File: src/rtl/uart_rx_controller.sv
// UART receive sequencer: buffers bytes flagged by the receiver in a FIFO, presents them
// on a valid/ready stream, tracks lost bytes and signals the end of a burst on line idle.
module uart_rx_controller #(
    parameter int WORD_SIZE  = 8,
    parameter int FIFO_DEPTH = 16,
    parameter int CLOCK_FREQ = 50000000,
    parameter int BAUD_RATE  = 9600,
    parameter int IDLE_CHARS = 2
) (
    input  logic                         clk,
    input  logic                         rst,
    input  logic                         rx_enable,
    input  logic [WORD_SIZE-1:0]         rx_data,
    input  logic                         rx_avbl,
    output logic [WORD_SIZE-1:0]         out_data,
    output logic                         out_valid,
    input  logic                         out_ready,
    output logic [$clog2(FIFO_DEPTH):0]  fifo_count,
    output logic                         overrun,
    output logic [7:0]                   overrun_cnt,
    input  logic                         clr_overrun,
    output logic                         idle_tick
);

    localparam int PTR_W       = $clog2(FIFO_DEPTH);
    localparam int CNT_W       = PTR_W + 1;
    localparam int IDLE_CYCLES = (CLOCK_FREQ / BAUD_RATE) * 10 * IDLE_CHARS;
    localparam int IDLE_W      = $clog2(IDLE_CYCLES) + 1;

    localparam logic [CNT_W-1:0]  FULL_CNT  = CNT_W'(FIFO_DEPTH);
    localparam logic [IDLE_W-1:0] IDLE_LAST = IDLE_W'(IDLE_CYCLES - 1);

    typedef enum logic {
        QUIET  = 1'b0,
        ACTIVE = 1'b1
    } state_t;

    logic [WORD_SIZE-1:0] r_mem [FIFO_DEPTH];
    logic [PTR_W-1:0]     r_wr_ptr;
    logic [PTR_W-1:0]     r_rd_ptr;
    logic [CNT_W-1:0]     r_count;
    logic                 r_overrun;
    logic [7:0]           r_overrun_cnt;

    state_t               r_state;
    state_t               w_state_nxt;
    logic [IDLE_W-1:0]    r_idle_cnt;
    logic [IDLE_W-1:0]    w_idle_cnt_nxt;
    logic                 r_idle_tick;
    logic                 w_idle_tick_nxt;

    logic                 w_push_req;
    logic                 w_full;
    logic                 w_pop;
    logic                 w_push;
    logic                 w_drop;

    function automatic logic [7:0] sat_inc8(input logic [7:0] v);
        return (v == 8'hFF) ? v : v + 8'd1;
    endfunction

    assign w_push_req = rx_avbl && rx_enable;
    assign w_full     = (r_count == FULL_CNT);
    assign w_pop      = out_valid && out_ready;
    // A full FIFO still accepts a byte when the head leaves in the same cycle.
    assign w_push     = w_push_req && (!w_full || w_pop);
    assign w_drop     = w_push_req && w_full && !w_pop;

    assign out_valid   = (r_count != '0);
    assign out_data    = r_mem[r_rd_ptr];
    assign fifo_count  = r_count;
    assign overrun     = r_overrun;
    assign overrun_cnt = r_overrun_cnt;
    assign idle_tick   = r_idle_tick;

    always_ff @(posedge clk) begin
        if (w_push) begin
            r_mem[r_wr_ptr] <= rx_data;
        end
    end

    always_ff @(posedge clk) begin
        if (rst) begin
            r_wr_ptr <= '0;
            r_rd_ptr <= '0;
            r_count  <= '0;
        end else begin
            if (w_push) begin
                r_wr_ptr <= r_wr_ptr + PTR_W'(1);
            end
            if (w_pop) begin
                r_rd_ptr <= r_rd_ptr + PTR_W'(1);
            end
            case ({w_push, w_pop})
                2'b10:   r_count <= r_count + CNT_W'(1);
                2'b01:   r_count <= r_count - CNT_W'(1);
                default: r_count <= r_count;
            endcase
        end
    end

    // A new loss outranks a simultaneous clear so the event is never hidden.
    always_ff @(posedge clk) begin
        if (rst) begin
            r_overrun     <= 1'b0;
            r_overrun_cnt <= 8'd0;
        end else if (w_drop) begin
            r_overrun     <= 1'b1;
            r_overrun_cnt <= clr_overrun ? 8'd1 : sat_inc8(r_overrun_cnt);
        end else if (clr_overrun) begin
            r_overrun     <= 1'b0;
            r_overrun_cnt <= 8'd0;
        end
    end

    always_ff @(posedge clk) begin
        if (rst) begin
            r_state     <= QUIET;
            r_idle_cnt  <= '0;
            r_idle_tick <= 1'b0;
        end else begin
            r_state     <= w_state_nxt;
            r_idle_cnt  <= w_idle_cnt_nxt;
            r_idle_tick <= w_idle_tick_nxt;
        end
    end

    // Any byte offered while enabled is line activity, even one lost to overrun.
    always_comb begin
        w_state_nxt     = r_state;
        w_idle_cnt_nxt  = r_idle_cnt;
        w_idle_tick_nxt = 1'b0;
        case (r_state)
            QUIET: begin
                w_idle_cnt_nxt = '0;
                if (w_push_req) begin
                    w_state_nxt = ACTIVE;
                end
            end
            ACTIVE: begin
                if (w_push_req) begin
                    w_idle_cnt_nxt = '0;
                end else if (r_idle_cnt == IDLE_LAST) begin
                    w_idle_tick_nxt = 1'b1;
                    w_idle_cnt_nxt  = '0;
                    w_state_nxt     = QUIET;
                end else begin
                    w_idle_cnt_nxt = r_idle_cnt + IDLE_W'(1);
                end
            end
            default: begin
                w_state_nxt    = QUIET;
                w_idle_cnt_nxt = '0;
            end
        endcase
    end

endmodule
File: config.mk
export PLATFORM = sky130hd
export DESIGN_NAME = uart_rx_controller
export DESIGN_NICKNAME = d
export VERILOG_FILES = /design/src/rtl/uart_rx_controller.sv
export SDC_FILE = /design/constraint.sdc
export NUM_CORES = 1
export LEC_CHECK = 0
export BUFFER_PORTS_ARGS = -buffer_cell sky130_fd_sc_hd__buf_2
export CAP_MARGIN = 20
export CORE_MARGIN = 5
export CORE_UTILIZATION = 55
export CTS_CLUSTER_SIZE = 30
export DETAILED_ROUTE_END_ITERATION = 8
export GPL_ROUTABILITY_DRIVEN = 1
export PLACE_DENSITY = 0.73
export REMOVE_ABC_BUFFERS = 1
export SYNTH_ARGS = -nofsm -noshare
export SYNTH_HDL_FRONTEND = slang
export SYNTH_SLANG_ARGS = --single-unit
File: constraint.sdc
create_clock -name clk -period 3.9 [get_ports clk]
set_input_delay 0.585 -clock clk [delete_from_list [all_inputs] [get_ports clk]]
set_output_delay 0.585 -clock clk [all_outputs]
set_load 0.02 [all_outputs]
==> results of run 1 <==
## cells in the final DEF (no fill, tap or decap), drive strengths merged, types with 8 or more instances in the layout
| cell type | instances |
|---|---|
| xor2 | 8 |
| nand2 | 14 |
| nor2 | 44 |
| nand3 | 11 |
| buf | 44 |
| ha | 9 |
| xnor2 | 11 |
| clkbuf | 22 |
| a21oi | 12 |
| edfxtp | 128 |
| inv | 8 |
| nor3 | 11 |
| mux4 | 40 |
| dfxtp | 46 |
## final cells by class
type	count	area, um2
clock inverters	9	95.1
fillers	950	4620
repair buffers	44	238
clock buffers	22	444
multi-input cells	250	2310
flip-flops and latches	174	4770
inverters	8	32.5
well taps	172	215
## routing by layer
metal / up-vias / wire, um / part of all wire, % / track usage (%)
met5: - / 0 / 0 / 0
met3: 18 / 571 / 4.3 / 4.55
met1: 2003 / 5620 / 43 / 22.9
met2: 111 / 6740 / 51 / 29.1
li1: 1866 / - / - / -
met4: 0 / 223 / 1.7 / 7.03
## sequential cells by signal, summed over array words and instances (netlist names), named ones only
register     flops
overrun          1
overrun_cnt      8
r_mem          128
fifo_count       5
r_wr_ptr         4
r_state          1
idle_tick        1
r_rd_ptr         4
r_idle_cnt      18
## power breakdown
part | internal [mW] | switching, mW | total (mW)
logic | 0.498 | 0.540 | 1.04
clock network | 0.929 | 0.634 | 1.56
registers | 2.04 | 0.0798 | 2.12
total | 3.47 | 1.25 | 4.72
## cells by family (layout without fill, tap and decap cells)
| group | count (synthesis) | count (layout) | synth area share [%] |
|---|---|---|---|
| mux | 46 | 46 | 13.4 |
| fa+ha+maj | 9 | 9 | 1.56 |
| compound gates | 46 | 46 | 4.89 |
| buf+inv | 29 | 83 | 1.94 |
| simple gates | 130 | 130 | 9.89 |
| xor+xnor | 19 | 19 | 2.31 |
| flops | 174 | 174 | 66.0 |
## how the worst max path moves through the flow
| stage | from | end | slack (ns) | cells after the start |
|---|---|---|---|---|
| final | flip-flop | out_data[6] | 0.79 | 4 |
| after global routing | flip-flop | out_data[6] | 0.62 | 4 |
| after CTS | flip-flop | out_data[5] | 0.73 | 4 |
| after detailed placement | fifo_count[1] | fifo_count[4] | 1.01 | 8 |
| after global placement | fifo_count[1] | fifo_count[4] | 1.07 | 8 |
| after floorplan | flip-flop | out_data[0] | 0.68 | 2 |
## worst max-delay path, stage by stage (launching register included)
cell and delay [ns]:
sky130_fd_sc_hd__dfxtp_2 0.31, sky130_fd_sc_hd__buf_4 0.51, sky130_fd_sc_hd__mux4_2 0.61, sky130_fd_sc_hd__mux4_2 0.48
sky130_fd_sc_hd__buf_2 0.18
## metrics by stage
step                      utilization [%]  hold slack [ns]  worst slack, ns  power [mW]  area (um2)
after floorplan                         -            0.437            0.683        2.95        7110
after global placement               59.4            0.456             1.07        3.19        7550
after detailed placement             59.4            0.461             1.01        3.21        7550
after CTS                            63.6            0.432            0.726        4.77        8090
after global routing                 63.7            0.440            0.625        4.94        8100
final                                63.7            0.464            0.790        4.72        8100
==> out/results.txt, run 1 <==
The tools report the maximum level of the CTS H-tree as 4. The horizontal die dimension is 125 um, and the number of antenna violations at the first check in global routing is 0. The synthesized area divided by synthesized cell count is 15.9 um2, and the data arrival time of the critical path is 2.53 ns. Type of destination of the critical path: an output pin. The first global-routing pass estimated 21300 um of wire.

Across the run, the number of max-cap violations was 0. The synthesized netlist occupies a cell area of 7210 um2. After floorplanning, the core was divided into 41 placement rows. The routed layout has 3998 vias. Counting instances in the post-synthesis netlist gives the leading cell types as sky130_fd_sc_hd__edfxtp_1, sky130_fd_sc_hd__dfxtp_1, sky130_fd_sc_hd__nor2_1, sky130_fd_sc_hd__mux4_2, sky130_fd_sc_hd__nand2_1.

The worst-path maximum fanout was 32; the height of the die was 125 um. The run gives 0 as the final number of hold-violating endpoints. The number of buffer cells added on primary ports came out at 37. The run finished with clean final reports. Residual overflow from global routing: 0. For the finished layout, the period the worst path requires is 3.11 ns. Clock latency on the worst-skew pair, taken at its later pin, is 0.42 ns. In this run, synthesis produced a sequential element count of 174. The count of antenna-violating nets left after detailed routing was 0.

The type of the worst setup path was flip-flop to output pin. The hold path depth was 2; the max-slew violation total from the final report was 0. The number of library cell types mapped by synthesis was 67; the via count of the first global-routing pass was 4059. Of the synthesized area, sequential elements account for 66.0%. Static leakage power: 2.61 nW.

The clock root buffer master was sky130_fd_sc_hd__clkbuf_16. The run gives 0.00846 ns as the clock tree skew after final layout. The min-delay analysis places its worst path in the category primary input to flip-flop. Counting the buffers created by CTS gives 17. In this run, post-CTS repair resized a total of 0 instances.

The run gives 38 as the number of ports placed on the die boundary. The largest area contributor in the netlist was sky130_fd_sc_hd__edfxtp_1. The startpoint identified for the worst register-to-register timing path is fifo_count[1].

Setup repair after global routing left no endpoint under its margin. The transition at the pin with the smallest max-transition slack is 0.896 ns. Relative to the synthesized area, the layout overhead comes to 12.3%. The initial detailed-routing violation count is 292.

TritonCTS built the clock tree. The worst ir drop on vdd is 467 uV. The antenna diode count came out at 0. The ratio of total power to cell area is 583 nW/um2, and the placed wire-length estimate after detailed placement is 8690 um. The net count reported at finish is 518. The post-detailed-route DRC marker count is 0, and the total number of yosys warnings is 0. The tools report the sink of the worst hold path as overrun_cnt[0]. The fraction of layout cells with a size suffix above 1 was 25.0%; the clock slew seen by the registers of the worst setup and hold paths was 0.06 ns. For this run, the number of standard cells in the final layout without fillers is 679. In this run the register-to-register setup slack is 1.00 ns.

The number of hold buffers added after CTS was 0. The worst setup path is launched from a flip-flop. Ranked by total cell area, the synthesized netlist is headed by sky130_fd_sc_hd__edfxtp_1, sky130_fd_sc_hd__dfxtp_1, sky130_fd_sc_hd__mux4_2. The worst register-to-register path ends at fifo_count[4]. The number of placed instances, taps included, is 647. The die covers 15500 um2.

In the global route stage, overall resource usage came out at 17.8%. The pre-antenna-repair detailed-routing pass consisted of 5 iterations. The most common flop cell mapped by yosys was sky130_fd_sc_hd__edfxtp_1. Of the available clock period, the critical path in the final layout requires 79.7%. The worst slew margin relative to its limit was 40.1%; the number of buffers inserted by post-CTS setup repair was 0.

Entering global routing, the biggest net connects 33 pins. Using the TritonRoute via totals, the vias-per-cell ratio works out to 5.89. The fraction of synthesis flops using an asynchronous set or reset pin was 0%. Start point of the worst min-delay path: clr_overrun.

For this configuration, the core starts out at a cell density of 56.7%. Synthesis handed over a netlist of 453 instances. Average wire per cell in the routed design: 19.4 um.

The worst reg-to-reg path cell count is 8, and the core outline area is 12700 um2. Summed over all failing endpoints, the final setup total negative slack is 0 ns. The congestion estimate from routability-driven global placement came to 0.915. Number of synthesized flops with an enable pin: 128.

For this block, the routed nets add up to 13200 um of wire. The sink count of the clock tree is 174. Setup violations remaining at the end of the flow were counted as 0. Derived from the worst setup path, the maximum achievable clock frequency is 322 MHz. For the worst setup path, the data required time is 3.31 ns. The most instantiated library cell after synthesis is sky130_fd_sc_hd__edfxtp_1. The buffer depth of the longest clock path came out at 2. The synthesized design devotes to its leading area cell type 53.3% of total area.
(Power assumes the default switching activity.)
==> run 2: changes to the inputs <==
- PLACE_DENSITY: 0.73 -> 0.76
- clock period: 3.9 -> 2.6 ns (I/O delays scaled with it)
==> run 2 against run 1 <==
Against the previous run: the run now ends with negative setup slack left; total power is 64% higher; register-to-register slack got worse by 1.0 ns; clock-buffer cell count shrank 4; critical endpoint is now out_data[4]; largest power group unchanged; highest routed layer unchanged.
==> out/results.txt, run 2 (same netlist as run 1, synthesis figures left out) <==
The post-detailed-route DRC marker count was 0 (unchanged); the highest clock rate was 373 MHz. The via count of the first global-routing pass is 4304 (was 4059), and the max-slew violation total from the final report is 0 (unchanged). The worst hold-check path type is primary input to flip-flop (unchanged). Hold buffer count at CTS: 0 (unchanged). Dominant cell type by count on the critical path: sky130_fd_sc_hd__mux4_2 (unchanged). TritonCTS built the clock tree.

Slowest library cell on the worst path: sky130_fd_sc_hd__mux4_2 (unchanged). The area growth from synthesis to final layout was 17.5% (was 12.3%). The tools report the core outline area as 12700 um2 (unchanged). The cell family contributing the most delay on the critical path is multiplexers (unchanged). The logs give 2.21 ns (was 3.31 ns) for the data required time at the worst endpoint and 0.00376 ns (was 1.01 ns) for the pre-CTS setup slack.

The overall routed net length was 14900 um (was 13200 um). The number of antenna violations at the first check in global routing came out at 0 (unchanged). The maximum level of the CTS H-tree was 4 (unchanged); the initial core utilization was 56.7% (unchanged). The residual overflow from global routing is 0 (unchanged). The total global-route track usage is 20.2% (was 17.8%). The total buffers and inverters traversed by the critical path works out to 3 (was 2). The smallest clock period supported by the final layout is computed as 2.68 ns. The kind of launch point of the worst setup path is a flip-flop (unchanged). The static leakage power is 2.80 nW (was 2.61 nW), and the horizontal die dimension is 125 um (unchanged).

The delay of the slowest critical-path stage was 0.55 ns (was 0.61 ns); the antenna diode count was 0 (unchanged). The insertion delay of the later-clocked pin in the worst-skew pair was 0.43 ns (was 0.42 ns); the ratio of routed vias to standard cells was 5.93 (was 5.89). The fraction of layout cells with a size suffix above 1 works out to 30.3% (was 25.0%). The logs give -0.0837 ns (was 0.790 ns) for the setup slack of the critical path after layout and 48.3% (was 40.1%) for the worst slew margin relative to its limit. The sink count of the clock tree was 174 (unchanged); the net count reported at finish was 544 (was 518). The wire length of the first global-routing pass is 23800 um (was 21300 um), and the buffer depth of the longest clock path is 2 (unchanged). Most frequent cells in the layout: sky130_fd_sc_hd__edfxtp_1, sky130_fd_sc_hd__nor2_1, sky130_fd_sc_hd__dfxtp_1 (was sky130_fd_sc_hd__edfxtp_1, sky130_fd_sc_hd__dfxtp_1, sky130_fd_sc_hd__nor2_1).

The transition at the pin with the smallest max-transition slack was 0.773 ns (was 0.896 ns). The tools report the worst ir drop on vdd as 761 uV (was 467 uV). The number of failing setup endpoints in the final timing report was 9 (was 0); the flip-flop count of the largest register, all copies and words added was 128 (unchanged).

The run gives 0 (unchanged) as the final number of hold-violating endpoints. List of cells traversed by the critical path: buf_12 > buf_16 > mux4_2 > mux4_2 > buf_6 (was buf_4 > mux4_2 > mux4_2 > buf_2). The run gives 328 (was 292) as the initial detailed-routing violation count.

The largest net degree at the start of global routing came out at 33 (unchanged). For the data arrival time of the critical path, the log shows 2.29 ns (was 2.53 ns). The type of the worst setup path is flip-flop to output pin (unchanged).

The run finished, with violations left. The number of ports placed on the die boundary was 38 (unchanged); the final weighted congestion of routability-driven global placement was 0.870 (was 0.915). The number of buffer cells added on primary ports is 37 (unchanged), and the number of buffers added by the clock tree synthesis step is 17 (unchanged). The post-route cell area is 8480 um2 (was 8100 um2). The type of destination of the critical path is an output pin (unchanged). The clock root buffer master is sky130_fd_sc_hd__clkbuf_16 (unchanged). The via total after detailed routing is 4190 (was 3998). The placed wire-length estimate after detailed placement came out at 9110 um (was 8690 um). The final reports fail on negative setup slack. The count of antenna-violating nets left after detailed routing is 0 (unchanged). The tools report the cell row count as 41 (unchanged). The worst-path maximum fanout works out to 8 (was 32). The number of iterations in the first detailed-routing pass was 5 (unchanged).

The height of the die is 125 um (unchanged). The ratio of total power to cell area was 912 nW/um2 (was 583 nW/um2). Largest register by flop count: r_mem (unchanged). The post-placement cell area was 7750 um2 (was 7550 um2); the clock slew seen by the registers of the worst setup and hold paths was 0.06 ns (about the same).

Clock tree skew after final layout: 0.00943 ns (was 0.00846 ns). Setup repair after global routing could not meet its margin everywhere. Dividing the final minimum period by the clock period gives 103%. The most common cell after layout, fill and taps aside is sky130_fd_sc_hd__edfxtp_1 (unchanged).

The count of max-cap constraint violations was 0 (unchanged). The average wire per cell in the routed design was 21.2 um (was 19.4 um). The tools report the area of the die as 15500 um2 (unchanged).
==> run 2: cell types whose count changed in the layout (fill, tap and decap cells not counted), moves of 2 or more <==
cell / previous run / this run
sky130_fd_sc_hd__buf_12: 0 / 3
sky130_fd_sc_hd__buf_16: 0 / 2
sky130_fd_sc_hd__buf_2: 37 / 29
sky130_fd_sc_hd__buf_4: 7 / 27
sky130_fd_sc_hd__buf_6: 0 / 9
sky130_fd_sc_hd__clkbuf_1: 5 / 1
sky130_fd_sc_hd__clkinv_2: 4 / 2
sky130_fd_sc_hd__clkinv_4: 0 / 3
sky130_fd_sc_hd__clkinvlp_4: 1 / 3
sky130_fd_sc_hd__inv_6: 0 / 2
==> run 2: stage by stage <==
stage	instances	TNS [ns]	power, mW	utilization [%]	hold WS [ns]
after floorplan	432	-3.63	4.42	-	0.437
after detailed placement	670	0	5.02	60.9	0.463
after global placement	670	0	4.97	60.9	0.450
final	706	-0.325	7.74	66.6	0.267
after global routing	706	-0.979	8.08	66.6	0.290
after CTS	708	-0.605	7.82	66.9	0.241
==> run 2: worst reg2reg max path: stages, from the launching register on <==
cell and delay [ns]:
sky130_fd_sc_hd__dfxtp_2 0.32, sky130_fd_sc_hd__or4_4 0.56, sky130_fd_sc_hd__o211ai_4 0.26, sky130_fd_sc_hd__xnor2_2 0.10, sky130_fd_sc_hd__ha_2 0.18, sky130_fd_sc_hd__o31a_2 0.27
sky130_fd_sc_hd__or3_1 0.30, sky130_fd_sc_hd__o22a_1 0.22, sky130_fd_sc_hd__mux2_4 0.30
==> run 2: final timing paths <==
path            startpoint  slack [ns]  depth (start not counted)             end
min            clr_overrun        0.27                          2  overrun_cnt[0]
max              flip-flop       -0.08                          5     out_data[4]
max reg2reg  fifo_count[0]       -0.02                          8   fifo_count[4]
min reg2reg        overrun        0.47                          2         overrun
==> run 2: routing by layer <==
layer | vias to the layer above | global-route usage, % | part of all wire (%)
met1 | 2091 | 25.2 | 40
met2 | 159 | 34.9 | 53
met5 | - | 0 | 0
li1 | 1922 | - | -
met4 | 0 | 5.16 | 1.0
met3 | 18 | 5.53 | 6.2
==> run 2: report_power, final <==
group          leakage [nW]  switching, mW  internal, mW
registers              1.53         0.0730          3.07
logic                  1.00           1.05          1.09
clock network         0.272           1.04          1.41
total                  2.80           2.16          5.57
==> run 2: cell type report <==
class | instances | area [um2]
Sequential cell | 174 | 4770
Fill cell | 910 | 4240
Multi-Input combinational cell | 250 | 2320
Timing Repair Buffer | 70 | 564
Clock buffer | 18 | 429
Tap cell | 172 | 215
Clock inverter | 14 | 144
Inverter | 8 | 32.5
==> run 2: repair_timing <==
action	4_1_cts	5_1_grt
buffers inserted	3	0
endpoints found under the setup margin	9	9
resized for setup	22	3
cloned	3	0
